[src/rtl/wb_rr_arbiter.sv]
// Two-master Wishbone round-robin arbiter with bus lock held for the owner's whole cyc
// and a watchdog that forces an error when the slave stops responding.
module wb_rr_arbiter #(
    parameter int AW      = 32,
    parameter int DW      = 32,
    parameter int TIMEOUT = 255
) (
    input  logic            wb_clk,
    input  logic            wb_rst_n,
    input  logic [AW-1:0]   m0_adr_i,
    input  logic [DW-1:0]   m0_dat_i,
    input  logic [DW/8-1:0] m0_sel_i,
    input  logic            m0_we_i,
    input  logic            m0_cyc_i,
    input  logic            m0_stb_i,
    input  logic [2:0]      m0_cti_i,
    input  logic [1:0]      m0_bte_i,
    output logic [DW-1:0]   m0_dat_o,
    output logic            m0_ack_o,
    output logic            m0_err_o,
    output logic            m0_rty_o,
    input  logic [AW-1:0]   m1_adr_i,
    input  logic [DW-1:0]   m1_dat_i,
    input  logic [DW/8-1:0] m1_sel_i,
    input  logic            m1_we_i,
    input  logic            m1_cyc_i,
    input  logic            m1_stb_i,
    input  logic [2:0]      m1_cti_i,
    input  logic [1:0]      m1_bte_i,
    output logic [DW-1:0]   m1_dat_o,
    output logic            m1_ack_o,
    output logic            m1_err_o,
    output logic            m1_rty_o,
    output logic [AW-1:0]   s_adr_o,
    output logic [DW-1:0]   s_dat_o,
    output logic [DW/8-1:0] s_sel_o,
    output logic            s_we_o,
    output logic            s_cyc_o,
    output logic            s_stb_o,
    output logic [2:0]      s_cti_o,
    output logic [1:0]      s_bte_o,
    input  logic [DW-1:0]   s_dat_i,
    input  logic            s_ack_i,
    input  logic            s_err_i,
    input  logic            s_rty_i,
    output logic [1:0]      grant_o
);

    localparam int CW = $clog2(TIMEOUT + 1);
    localparam logic [CW-1:0] WD_LIMIT = CW'(TIMEOUT);
    localparam logic [CW-1:0] WD_ONE   = CW'(1);

    // State encoding doubles as the one-hot grant vector.
    typedef enum logic [1:0] {
        IDLE = 2'b00,
        OWN0 = 2'b01,
        OWN1 = 2'b10
    } state_t;

    state_t        state;
    logic          last_owner;
    logic [CW-1:0] wd_cnt;

    logic g0, g1;
    logic own_cyc, own_stb, resp, timeout;

    assign g0      = (state == OWN0);
    assign g1      = (state == OWN1);
    assign grant_o = {g1, g0};

    assign own_cyc = (g0 & m0_cyc_i) | (g1 & m1_cyc_i);
    assign own_stb = (g0 & m0_cyc_i & m0_stb_i) | (g1 & m1_cyc_i & m1_stb_i);
    assign resp    = s_ack_i | s_err_i | s_rty_i;
    assign timeout = own_stb & (wd_cnt == WD_LIMIT);

    always_ff @(posedge wb_clk or negedge wb_rst_n) begin
        if (!wb_rst_n) begin
            state      <= IDLE;
            last_owner <= 1'b1;
            wd_cnt     <= '0;
        end else begin
            case (state)
                IDLE: begin
                    if (m0_cyc_i && m1_cyc_i)
                        state <= last_owner ? OWN0 : OWN1;
                    else if (m0_cyc_i)
                        state <= OWN0;
                    else if (m1_cyc_i)
                        state <= OWN1;
                end
                OWN0: begin
                    if (!m0_cyc_i) begin
                        state      <= IDLE;
                        last_owner <= 1'b0;
                    end
                end
                OWN1: begin
                    if (!m1_cyc_i) begin
                        state      <= IDLE;
                        last_owner <= 1'b1;
                    end
                end
                default: state <= IDLE;
            endcase

            if (!own_stb || resp || timeout)
                wd_cnt <= '0;
            else
                wd_cnt <= wd_cnt + WD_ONE;
        end
    end

    always_comb begin
        s_adr_o = '0;
        s_dat_o = '0;
        s_sel_o = '0;
        s_we_o  = 1'b0;
        s_cti_o = '0;
        s_bte_o = '0;
        if (g0) begin
            s_adr_o = m0_adr_i;
            s_dat_o = m0_dat_i;
            s_sel_o = m0_sel_i;
            s_we_o  = m0_we_i;
            s_cti_o = m0_cti_i;
            s_bte_o = m0_bte_i;
        end else if (g1) begin
            s_adr_o = m1_adr_i;
            s_dat_o = m1_dat_i;
            s_sel_o = m1_sel_i;
            s_we_o  = m1_we_i;
            s_cti_o = m1_cti_i;
            s_bte_o = m1_bte_i;
        end
    end

    // The watchdog cycle hides the bus from the slave and swallows any late response.
    assign s_cyc_o = own_cyc & ~timeout;
    assign s_stb_o = own_stb & ~timeout;

    assign m0_ack_o = g0 & s_ack_i & ~timeout;
    assign m0_rty_o = g0 & s_rty_i & ~timeout;
    assign m0_err_o = g0 & (timeout | s_err_i);
    assign m1_ack_o = g1 & s_ack_i & ~timeout;
    assign m1_rty_o = g1 & s_rty_i & ~timeout;
    assign m1_err_o = g1 & (timeout | s_err_i);

    assign m0_dat_o = s_dat_i;
    assign m1_dat_o = s_dat_i;

endmodule

[config.mk]
export PLATFORM = sky130hd
export DESIGN_NAME = wb_rr_arbiter
export DESIGN_NICKNAME = d
export VERILOG_FILES = /design/src/rtl/wb_rr_arbiter.sv
export SDC_FILE = /design/constraint.sdc
export NUM_CORES = 1
export LEC_CHECK = 0
export BUFFER_PORTS_ARGS = -buffer_cell sky130_fd_sc_hd__buf_4
export CAP_MARGIN = 20
export CORE_AREA = 3 3 129 131
export CTS_CLUSTER_SIZE = 14
export DETAILED_ROUTE_END_ITERATION = 8
export DIE_AREA = 0 0 132 134
export PLACE_DENSITY = 0.47
export SYNTH_ARGS = -nofsm -noshare
export SYNTH_HDL_FRONTEND = slang
export SYNTH_SLANG_ARGS = --single-unit
[constraint.sdc]
create_clock -name wb_clk -period 2.9 [get_ports wb_clk]
set_input_delay 0.145 -clock wb_clk [delete_from_list [all_inputs] [get_ports wb_clk]]
set_output_delay 0.145 -clock wb_clk [all_outputs]
set_load 0.005 [all_outputs]
==> results.txt <==
- Largest cells by area after synthesis: a22o_1 (34%), buf_4 (26%), dfrtp_1 (13%)
- Required time at the worst-slack endpoint: 2760 ps
- Max_slew headroom: 0.687
* Leading cell types by count after synthesis: a22o_1 (74), buf_4 (67), buf_2 (11)
* Gr usage total: 0.0959
- Across the run, the number of max-cap violations was 0.
- Sequential Area: 277 µm²
* Initial DRC count: 121
- Async set-reset flop share out of synthesis: 1.00
- The min-delay analysis places its worst path in the category input port to flop.
- For the pin with the worst max-slew slack, the measured transition is 469 ps.
- The mapped netlist covers 1910 µm².
- Relative to the synthesized area, the layout overhead comes to 82.6%.
- For this run, the share of the core covered by cells in the final layout is 0.222.
* Synth Net Count: 412
- Drc violations: 0
- The number of antenna diodes in the final layout is 0.
* CP Class: flop to output pin
- After global routing the overflow that remains totals 0.
- Final #Nets: 578
- Status: complete, no violations
* Number of filler instances in the final layout: 1751
* Post-route cell area: 3490 µm²
- The total count of hold-check failures in the final report came to 0.
* Drt total wl: 9740 µm
- Die Y: 134 µm
- Clk_lat worst skew: 230 ps
- Of the available clock period, the critical path in the final layout requires 0.725.
* Post-detailed-route count of antenna-violating nets: 0
* Initial antenna violation count: 0
* Number of gates resized after CTS: 0
- DP HPWL: 7980 µm
* Synth Area per Inst: 8.62 µm²
- H-tree Lvls: 1
- Die area: 17700 µm²
* Clock Skew: 1.16 ps
* Area of the multi-input gates: 1020 µm²
- Of all nets on the critical path, the largest fanout is 40.
* Critical Path Sink Type: output pin
- Clock tree synthesis found a total of 11 sinks.
- Number of global-route vias before repair: 2332
- Drt pass-1 iters: 5
* Number of pins exceeding their max-slew limit in the final report: 0
- Across all setup checks in the final design, the least slack found is 799 ps.
* RD Place Congestion: 0.819
- After detailed routing, the average wire length per cell comes to 16.2 µm.
* RSZ-0062 raised after global routing: false
- The floorplan has 46 rows.
- Of the synthesized area, sequential elements account for 0.145.
* Yosys synthesis warning count: 0
- Adding up every negative setup slack in the final design gives 0 ps.
- The worst setup path is launched from a flop.
- Vias per Instance: 3.96
- Boundary pin count: 337
- CTS Buffer Depth: 2
- After clock tree synthesis, the clock-pin slew on the worst setup and hold paths is 40 ps.
- Worst IR drop on VDD: 0.000491 V
- At the placement stage, the worst setup path has a slack of 1060 ps.
* Distinct cell type count after synthesis: 31
* Primary flip-flop cell chosen by synthesis mapping: dfrtp_1
- At the worst endpoint, the arrival time is 1960 ps.
- Summed over all cells, the static leakage comes to 1.81 nW.
- Synthesis handed over a netlist of 222 instances.
- Post-layout min period: 2100 ps
- Number of enable flip-flop cells after synthesis: 0
- Once placement finished, the instance area stood at 3400 µm².
* Count leader, synth: a22o_1
* Post-CTS Setup Inserts: 0
- TritonCTS built the clock tree.
- Port Buffer Count: 240
- Upper clock frequency limit: 476 MHz
* Area of the core: 15700 µm²
- In this run the horizontal extent of the chip is 132 µm.
- Wire length of the first global-routing pass: 13800 µm
- The initial utilization of the core area, before any placement, comes to 0.122.
- After synthesis the netlist holds a flip-flop and latch count of 11.
- Area fraction of the dominant cell type after synthesis: 0.339
* Vias after detailed routing: 2388
* Total setup violations reported at the end of the flow: 0
* Pwr/cell area: 406 nW/µm²
- CTS Buf Count: 3
- Of the cells placed in the final design, the portion with a size suffix greater than 1 is 0.667.
- The synthesized design spends more area on one cell type than any other, namely a22o_1.
- Largest net degree at the start of global routing: 43
- The tree is rooted in a clkbuf_16.
* CTS Hold Buffers Added: 1
==> routing by layer <==
layer / routed length (µm) / global-route usage
met3: 1040 / 0.0334
met1: 4110 / 0.127
met2: 4480 / 0.155
met4: 106 / 0.0146
met5: 0 / 0
==> report_power, final <==
part | internal, W | switching, W
Sequential | 0.000172 | 0.0000166
Combinational | 0.000580 | 0.000408
Clock | 0.000184 | 0.0000600
Total | 0.000935 | 0.000484
==> stage by stage <==
stage | cells | total power, W | hold WS, ps
after global routing | 603 | 0.00151 | 235
after global placement | 598 | 0.00117 | -14.5
after CTS | 603 | 0.00144 | 178
after detailed placement | 598 | 0.00118 | -12.9
final | 603 | 0.00142 | 181
after floorplan | 222 | 0.000684 | -151
==> critical path, stage by stage, from the launching register on <==
cell,delay (ps)
dfrtp_1,440
nor2b_4,380
buf_4,450
a22o_1,280
buf_4,130
==> area by class of cell <==
cell class                 count  share of cell area
tap                          216              0.0774
multi-input combinational    126               0.293
inverter                       1             0.00107
timing repair buffer         245               0.527
clock buffer                   4              0.0226
sequential                    11              0.0792
==> sequential cells by signal, indices dropped and copies added (netlist names) <==
| name | cells |
|---|---|
| wd_cnt | 8 |
| last_owner | 1 |
| state | 2 |
==> layout by cell type, fill, tap and decap left out, drive strengths merged, types with 3 or more instances in the layout <==
master,instances
nor2b,3
clkbuf,4
nor2,5
nand3,4
nand2,6
a22o,74
and3b,4
buf,244
a21oi,3
nor3,3
o21ai,5
dfrtp,10
o21a,3
==> final timing paths <==
check	from	to	slack [ps]	cells after the start
worst min-delay path	m0_cyc_i	last_owner$_DFFE_PN1P_	180	3
worst max-delay path	state[0]$_DFFE_PN0P_	s_we_o	800	4
max in group asynchronous	wb_rst_n	last_owner$_DFFE_PN1P_	2400	2
worst max register to register	wd_cnt[0]$_DFF_PN0_	wd_cnt[1]$_DFF_PN0_	1480	4
min in group asynchronous	wb_rst_n	wd_cnt[7]$_DFF_PN0_	280	2
worst min register to register	last_owner$_DFFE_PN1P_	last_owner$_DFFE_PN1P_	490	2
==> cell families after synthesis <==
kind of cell | share of synthesized area
compound gates | 0.398
flops | 0.145
xor+xnor | 0.0137
fa+ha+maj | 0.00654
buf+inv | 0.329
simple gates | 0.108
Note: power is estimated with default switching activity, not from simulation.
